## src/rtl/fcs_checker_pkg.sv

```systemverilog
// Ethernet FCS constants and status encoding shared with the trash controller.
package fcs_checker_pkg;

    localparam logic [31:0] CRC32_POLY_REFL = 32'hEDB8_8320;
    localparam logic [31:0] CRC32_INIT      = 32'hFFFF_FFFF;
    localparam logic [31:0] CRC32_RESIDUE   = 32'hDEBB_20E3;
    localparam int          ETH_MIN_FRAME   = 64;

    typedef enum logic [1:0] {
        FCS_IDLE = 2'b00,
        FCS_GOOD = 2'b10,
        FCS_BAD  = 2'b11
    } fcs_status_t;

    typedef enum logic {
        ST_IDLE,
        ST_IN_FRAME
    } fcs_state_t;

endpackage

```

## src/rtl/fcs_checker_crc32.sv

```systemverilog
// One-byte step of the reflected CRC-32, fully unrolled, purely combinational.
module crc32_byte_next
    import fcs_checker_pkg::*;
(
    input  logic [31:0] crc_in,
    input  logic [7:0]  data,
    output logic [31:0] crc_out
);

    always_comb begin
        logic [31:0] c;
        c = crc_in;
        for (int i = 0; i < 8; i++) begin
            if (c[0] ^ data[i]) c = (c >> 1) ^ CRC32_POLY_REFL;
            else                c = c >> 1;
        end
        crc_out = c;
    end

endmodule

```

## config.mk

```make
export PLATFORM = sky130hd
export DESIGN_NAME = crc32_byte_next
export DESIGN_NICKNAME = d
export VERILOG_FILES = /design/src/rtl/fcs_checker_pkg.sv /design/src/rtl/fcs_checker_crc32.sv
export SDC_FILE = /design/constraint.sdc
export NUM_CORES = 1
export LEC_CHECK = 0
export CORE_ASPECT_RATIO = 1.25
export CORE_UTILIZATION = 35
export DETAILED_ROUTE_END_ITERATION = 8
export GPL_ROUTABILITY_DRIVEN = 1
export GPL_TIMING_DRIVEN = 0
export PLACE_DENSITY = 0.92
export SLEW_MARGIN = 20
export SYNTH_ARGS = -nofsm -noshare
export SYNTH_HDL_FRONTEND = slang
export SYNTH_SLANG_ARGS = --single-unit
```

## constraint.sdc

```tcl
create_clock -name vclk -period 4.84
set_input_delay 0.726 -clock vclk [all_inputs]
set_output_delay 0.726 -clock vclk [all_outputs]
set_load 0.01 [all_outputs]
```

==> results of run 1 <==
[path summary, 6_finish.rpt]
check | start | end | cells past startpoint
max | data[1] | crc_out[20] | 6
min | crc_in[9] | crc_out[1] | 3
[layer usage]
metal	routed length, um	global-route usage [%]	vias to the layer above
met2	1380	40.8	32
met4	25	1.52	0
li1	-	-	353
met1	665	17.7	337
met5	0	0	-
met3	111	0.330	2
[area by class of cell]
class / instances / area, um^2 / area share, %
well taps: 20 / 25.0 / 1.65
repair buffers: 72 / 721 / 47.6
multi-input cells: 70 / 769 / 50.8
[through the flow]
stage | setup slack (ns) | power (mW) | area [um^2] | instances | hold slack [ns]
global route | 0.776 | 0.619 | 1520 | 162 | 2.49
global placement | 0.905 | 0.574 | 1520 | 162 | 2.46
finish | 0.890 | 0.582 | 1520 | 162 | 2.46
CTS | 0.852 | 0.589 | 1520 | 162 | 2.47
detailed placement | 0.862 | 0.586 | 1520 | 162 | 2.46
floorplan | 1.97 | 0.288 | 769 | 70 | 1.54
[power groups by stage]
stage | clock network (mW) | logic, mW | registers (mW)
finish | 0 | 0.582 | 0
CTS | 0 | 0.589 | 0
global route | 0 | 0.619 | 0
global placement | 0 | 0.574 | 0
detailed placement | 0 | 0.586 | 0
floorplan | 0 | 0.288 | 0
[critical path: stages]
cell and delay (ns):
clkdlybuf4s50_1 0.49, xnor2_4 0.37, xor2_4 0.35, xnor3_1 0.53
xor3_1 0.22, clkdlybuf4s50_1 0.54
[cells by family (layout without fill, tap and decap cells)]
family | Yosys count | count (layout) | share of synthesized area [%]
buffers and inverters | 0 | 72 | 0
XOR/XNOR | 70 | 70 | 100
[cells in the mapped netlist (all sizes together)]
master / number
xor2: 18
xnor2: 49
xor3: 2
xnor3: 1
==> summary.txt, run 1 <==
CP Launch Type: input pin
total gr overflow: 0
cts repair resizes: 0
die area: 2390 um^2
slew margin rel.: 53.1%
register area share after synthesis: 0%
Die Y: 54.4 um
number of global-route vias before repair: 746
largest net degree at the start of global routing: 8
Synth area leader: xnor2_1
Clock Buffer Count: 0
Critical Path AT: 3.22 ns
Critical Path Sink Type: primary output
most frequent cells in the layout: 72 x clkdlybuf4s50_1, 43 x xnor2_1, 12 x xor2_1, 5 x xnor2_2, 5 x xor2_2
Seq. cell area: 0 um^2
core region area: 2030 um^2
antenna violations before repair: 0
worst-margin pin slew: 0.699 ns
Filler cells: 148
peak supply drop: 0.254 mV
clock share of power: 0%
share of cells above drive strength 1: 8.45%
IO buf count: 72
RSZ-0062 raised after global routing: no
Net count, final: 184
drt first pass iters: 5
commonest non-fill, non-tap cell in the layout: clkdlybuf4s50_1
Logic pwr share: 100.0%
Max Slew Vio Count: 0
post-route minimum period: 3.95 ns
GRT Overall Usage: 17.8%
Iter 0 DRT Violations: 5
Starting Density: 38.0%
share of power burned in registers: 0%
syn_nets: 110
routed len/inst: 13.5 um
WP data required: 4.11 ns
Ant. Diodes: 0
Post-CTS Repair Setup Buffers: 0
remaining routing DRC violations: 4
Setup TNS Final: 0 ns
crit share post-route: 81.6%
CP max FO: 7
Hold Path Class: in -> out
Pint: 0.350 mW
sequential cell count: 0
number of hold violations in the final report: 0
Synth top area share: 48.9%
synthesis-to-layout area growth: 96.9%
Netlist Area Pre-Place: 769 um^2
vias per cell: 4.47
Post-DRT Antenna Nets: 0
Leak: 0.551 nW
Area contributors post-synth: xnor2_1 49%, xor2_1 14%, xnor2_2 11%, xor2_2 11%, xor3_1 6.2%
IO Count: 72
DP Wirelength: 1.98 mm
DRT Wirelength: 2.19 mm
Switching Fraction: 39.9%
synth unique cells: 8
P per Cell Area: 384 nW/um^2
Synth Warn #: 0
via count: 724
synthesized area per cell: 11.0 um^2
first-pass GRT wire length: 3.23 mm
net load switching power: 0.232 mW
GPL Wtd Cong: 0.630
# setup viols final: 0
Cells after Synth: 70
cell row count: 18
CTS Hold Bufs: 0
Highest Clock Rate: 253 MHz
failing checks: design-rule violations
outcome: finished with violations
Die Span X: 43.9 um
Max-Cap Viols: 0
fin util: 74.8%
Setup CP Type: in -> out
No activity file was read; power rests on OpenSTA's default activity.
==> run 2, diff against run 1 <==
- CORE_UTILIZATION: 35 -> 32
- PLACE_DENSITY: 0.92 -> 0.85
- clock period: 4.84 -> 3.8 ns (I/O delays scaled with it)
==> summary.txt, run 2 (synthesis gave the netlist of run 1 again) <==
die area: 2610 um^2 (+9.0%)
share of power burned in registers: 0% (unchanged)
Max-Cap Viols: 0 (unchanged)
GRT Overall Usage: 16.1% (-1.6 points)
# setup viols final: 0 (unchanged)
slew margin rel.: 53.2% (+0.11 points)
Critical Path Sink Type: primary output
synthesis-to-layout area growth: 98.7%
largest net degree at the start of global routing: 8 (unchanged)
first-pass GRT wire length: 3.25 mm (+0.62%)
Leak: 0.551 nW (unchanged)
Seq. cell area: 0 um^2 (unchanged)
IO Count: 72 (unchanged)
DRT Wirelength: 2.00 mm (-8.7%)
post-route minimum period: 3.63 ns
CTS Hold Bufs: 0 (unchanged)
number of global-route vias before repair: 740 (-0.80%)
number of hold violations in the final report: 0 (unchanged)
CP Launch Type: input pin
RSZ-0062 raised after global routing: no
via count: 715 (-1.2%)
Pint: 0.446 mW (+27%)
Setup TNS Final: 0 ns (unchanged)
Highest Clock Rate: 275 MHz
WP data required: 3.23 ns (-0.88 ns)
Post-DRT Antenna Nets: 0 (unchanged)
routed len/inst: 11.5 um (-15%)
vias per cell: 4.13 (-7.5%)
cell row count: 19 (+1)
Ant. Diodes: 0 (unchanged)
Max Slew Vio Count: 0 (unchanged)
total gr overflow: 0 (unchanged)
share of cells above drive strength 1: 8.45% (unchanged)
IO buf count: 72 (unchanged)
cts repair resizes: 0 (unchanged)
Filler cells: 189 (+28%)
antenna violations before repair: 0 (unchanged)
Logic pwr share: 100.0% (about the same)
P per Cell Area: 479 nW/um^2 (+25%)
peak supply drop: 0.347 mV (+37%)
drt first pass iters: 2 (-3)
Post-DP Area: 1530 um^2 (+0.91%)
Die Span X: 45.9 um (+4.4%)
worst-margin pin slew: 0.697 ns (-0.00157 ns)
sequential cell count: 0 (unchanged)
CP max FO: 7 (unchanged)
clock share of power: 0% (unchanged)
Net count, final: 184 (unchanged)
Die Y: 56.8 um (+4.4%)
Post-CTS Repair Setup Buffers: 0 (unchanged)
remaining routing DRC violations: 0 (-4)
area occupied by multi-input gates: 769 um^2 (unchanged)
commonest non-fill, non-tap cell in the layout: clkdlybuf4s50_1
DP Wirelength: 1.79 mm (-9.4%)
Switching Fraction: 39.2% (-0.66 points)
most frequent cells in the layout: 72 x clkdlybuf4s50_1, 43 x xnor2_1, 12 x xor2_1, 5 x xnor2_2, 5 x xor2_2
design area: 1530 um^2 (+0.91%)
depth of the worst hold-timing path: 3 (unchanged)
Hold Path Class: in -> out
outcome: complete, no violations
net load switching power: 0.287 mW (+24%)
Iter 0 DRT Violations: 11 (+6)
GPL Wtd Cong: 0.618 (-2.0%)
core region area: 2230 um^2 (+10%)
Starting Density: 34.4% (-3.5 points)
crit share post-route: 95.5%
Clock Buffer Count: 0 (unchanged)
Critical Path AT: 3.06 ns (-0.16 ns)
Setup CP Type: in -> out
## run 2: cell counts in the layout (fill, tap and decap cells not counted)
No cell type changed its count.
## run 2: layout make-up
type | count | area share (%)
multi-input cells | 70 | 50.3
well taps | 31 | 2.54
repair buffers | 72 | 47.1
## run 2: per-stage QoR
step	instances	hold slack [ns]	power, mW	util (%)	setup WS (ns)
final	173	2.15	0.733	68.4	0.170
after global routing	173	2.17	0.781	68.4	0.0510
after CTS	173	2.15	0.742	68.4	0.141
after detailed placement	173	2.14	0.737	68.4	0.146
after global placement	173	2.15	0.732	68.4	0.170
after floorplan	70	1.23	0.366	-	1.24
## run 2: worst paths after layout
check / start / to
max: data[1] / crc_out[23]
min: crc_in[12] / crc_out[4]
## run 2: layer usage
metal / GRT usage [%] / wire length (um)
met1: 17.6 / 693
met2: 32.8 / 1180
met3: 0.643 / 103
met4: 1.26 / 16
met5: 0 / 0
## run 2: power by group through the flow
stage | logic (mW) | registers (mW) | clock network (mW)
finish | 0.733 | 0 | 0
global route | 0.781 | 0 | 0
CTS | 0.742 | 0 | 0
detailed placement | 0.737 | 0 | 0
global placement | 0.732 | 0 | 0
floorplan | 0.366 | 0 | 0
## run 2: worst max-delay path, cell delays in order
cell and delay (ns):
clkdlybuf4s50_1 0.49, xnor2_4 0.37, xor2_4 0.33, xnor3_1 0.53, xor3_1 0.22, clkdlybuf4s50_1 0.54
==> run 3, diff against run 2 <==
- PLACE_DENSITY: 0.85 -> 0.81
==> summary.txt, run 3 (synthesis gave the netlist of run 1 again) <==
outcome: complete, no violations
CP max FO: 7 (unchanged)
DRT Wirelength: 2.09 mm (+4.5%)
routed len/inst: 12.1 um (+4.5%)
Filler cells: 195 (+3.2%)
critical path's largest stage delay: 0.54 ns (about the same)
Hold Path Class: in -> out
remaining routing DRC violations: 0 (unchanged)
Post-DRT Antenna Nets: 0 (unchanged)
critical path cell sequence: clkdlybuf4s50_1 > xnor2_4 > xor2_4 > xnor3_1 > xor3_1 > clkdlybuf4s50_1
GPL Wtd Cong: 0.713 (+15%)
# setup viols final: 0 (unchanged)
share of power burned in registers: 0% (unchanged)
RSZ-0062 raised after global routing: no
CP Launch Type: input pin
Seq. cell area: 0 um^2 (unchanged)
IO Count: 72 (unchanged)
die area: 2610 um^2 (unchanged)
Critical Path Sink Type: primary output
CTS Hold Bufs: 0 (unchanged)
depth of the worst hold-timing path: 3 (unchanged)
Pint: 0.447 mW (+0.29%)
most numerous cell on the critical path: clkdlybuf4s50_1
beginning of the worst hold path: crc_in[24]
Max-Cap Viols: 0 (unchanged)
Leak: 0.552 nW (+0.26%)
number of hold violations in the final report: 0 (unchanged)
Setup CP Type: in -> out
largest net degree at the start of global routing: 8 (unchanged)
synthesis-to-layout area growth: 100%
Switching Fraction: 40.3% (+1.1 points)
share of cells above drive strength 1: 8.45% (unchanged)
via count: 718 (+0.42%)
Logic pwr share: 100.0% (about the same)
net load switching power: 0.301 mW (+5.0%)
most frequent cells in the layout: 72 x clkdlybuf4s50_1, 43 x xnor2_1, 12 x xor2_1, 5 x xor2_2, 4 x xnor2_2
peak supply drop: 0.327 mV (-5.7%)
DP Wirelength: 1.89 mm (+5.6%)
antenna violations before repair: 0 (unchanged)
post-route minimum period: 3.62 ns (-0.0140 ns)
WP data required: 3.23 ns (about the same)
Critical Path AT: 3.05 ns (about the same)
Net count, final: 184 (unchanged)
slew margin rel.: 54.0% (+0.79 points)
critical-path cell with the highest stage delay: xnor3_1
IO buf count: 72 (unchanged)
commonest non-fill, non-tap cell in the layout: clkdlybuf4s50_1
P per Cell Area: 486 nW/um^2 (+1.4%)
Clock Buffer Count: 0 (unchanged)
first-pass GRT wire length: 3.47 mm (+6.8%)
WHS: 2.15 ns (+0.000970 ns)
cell row count: 19 (unchanged)
vias per cell: 4.15 (+0.42%)
core region area: 2230 um^2 (unchanged)
Iter 0 DRT Violations: 2 (-9)
total gr overflow: 0 (unchanged)
Setup TNS Final: 0 ns (unchanged)
drt first pass iters: 2 (unchanged)
Die Span X: 45.9 um (unchanged)
sequential cell count: 0 (unchanged)
GRT Overall Usage: 17.5% (+1.3 points)
crit share post-route: 95.2% (-0.37 points)
Starting Density: 34.4% (unchanged)
clock share of power: 0% (unchanged)
number of global-route vias before repair: 834 (+13%)
Worst Setup SP: data[1]
Worst Hold Endpoint: crc_out[16]
Highest Clock Rate: 277 MHz (+0.39%)
Die Y: 56.8 um (unchanged)
Ant. Diodes: 0 (unchanged)
worst-margin pin slew: 0.685 ns (-0.0118 ns)
Max Slew Vio Count: 0 (unchanged)
run 3: worst max-delay path: cells and delay by family:
family | cells | cell delay [ns]
buffers and inverters | 2 | 1.03
xor gates and xnor gates | 4 | 1.44
run 3: power groups by stage:
| stage | combinational [mW] | clock, mW | sequential, mW |
|---|---|---|---|
| after floorplan | 0.366 | 0 | 0 |
| after global placement | 0.744 | 0 | 0 |
| after detailed placement | 0.755 | 0 | 0 |
| after CTS | 0.760 | 0 | 0 |
| after global routing | 0.801 | 0 | 0 |
| final | 0.748 | 0 | 0 |
run 3: per-layer routing:
metal	up-vias	track usage (%)	wire (um)
met4	0	0	0
met3	0	5.47	192
met1	328	22.0	781
met5	-	0	0
met2	37	30.2	1110
li1	353	-	-
run 3: per-stage QoR:
stage                     total power, mW  area [um^2]  std cells  utilization (%)  setup slack [ns]
final                               0.748         1540        173             68.9             0.184
after global routing                0.801         1540        173             68.9            0.0224
after CTS                           0.760         1530        173             68.4             0.118
after floorplan                     0.366          769         70                -              1.24
after detailed placement            0.755         1530        173             68.4             0.119
after global placement              0.744         1530        173             68.4             0.159
run 3: worst max path at each step:
| stage | slack, ns | depth (start not counted) | endpoint |
|---|---|---|---|
| 6_report | 0.18 | 6 | crc_out[23] |
| 4_1_cts | 0.12 | 6 | crc_out[23] |
| 3_3_place_gp | 0.16 | 6 | crc_out[20] |
| 2_1_floorplan | 1.24 | 4 | crc_out[20] |
| 5_1_grt | 0.02 | 6 | crc_out[26] |
| 3_5_place_dp | 0.12 | 6 | crc_out[23] |
run 3: area by class of cell:
type	count	area, um^2	share of cell area [%]
tap	31	38.8	2.52
timing repair buffer	72	721	46.8
multi-input combinational	70	781	50.7
run 3: timing repair:
action | in CTS | in global routing
gates resized for setup | 0 | 1
setup buffers | 0 | 0
setup endpoints to repair | 0 | 1
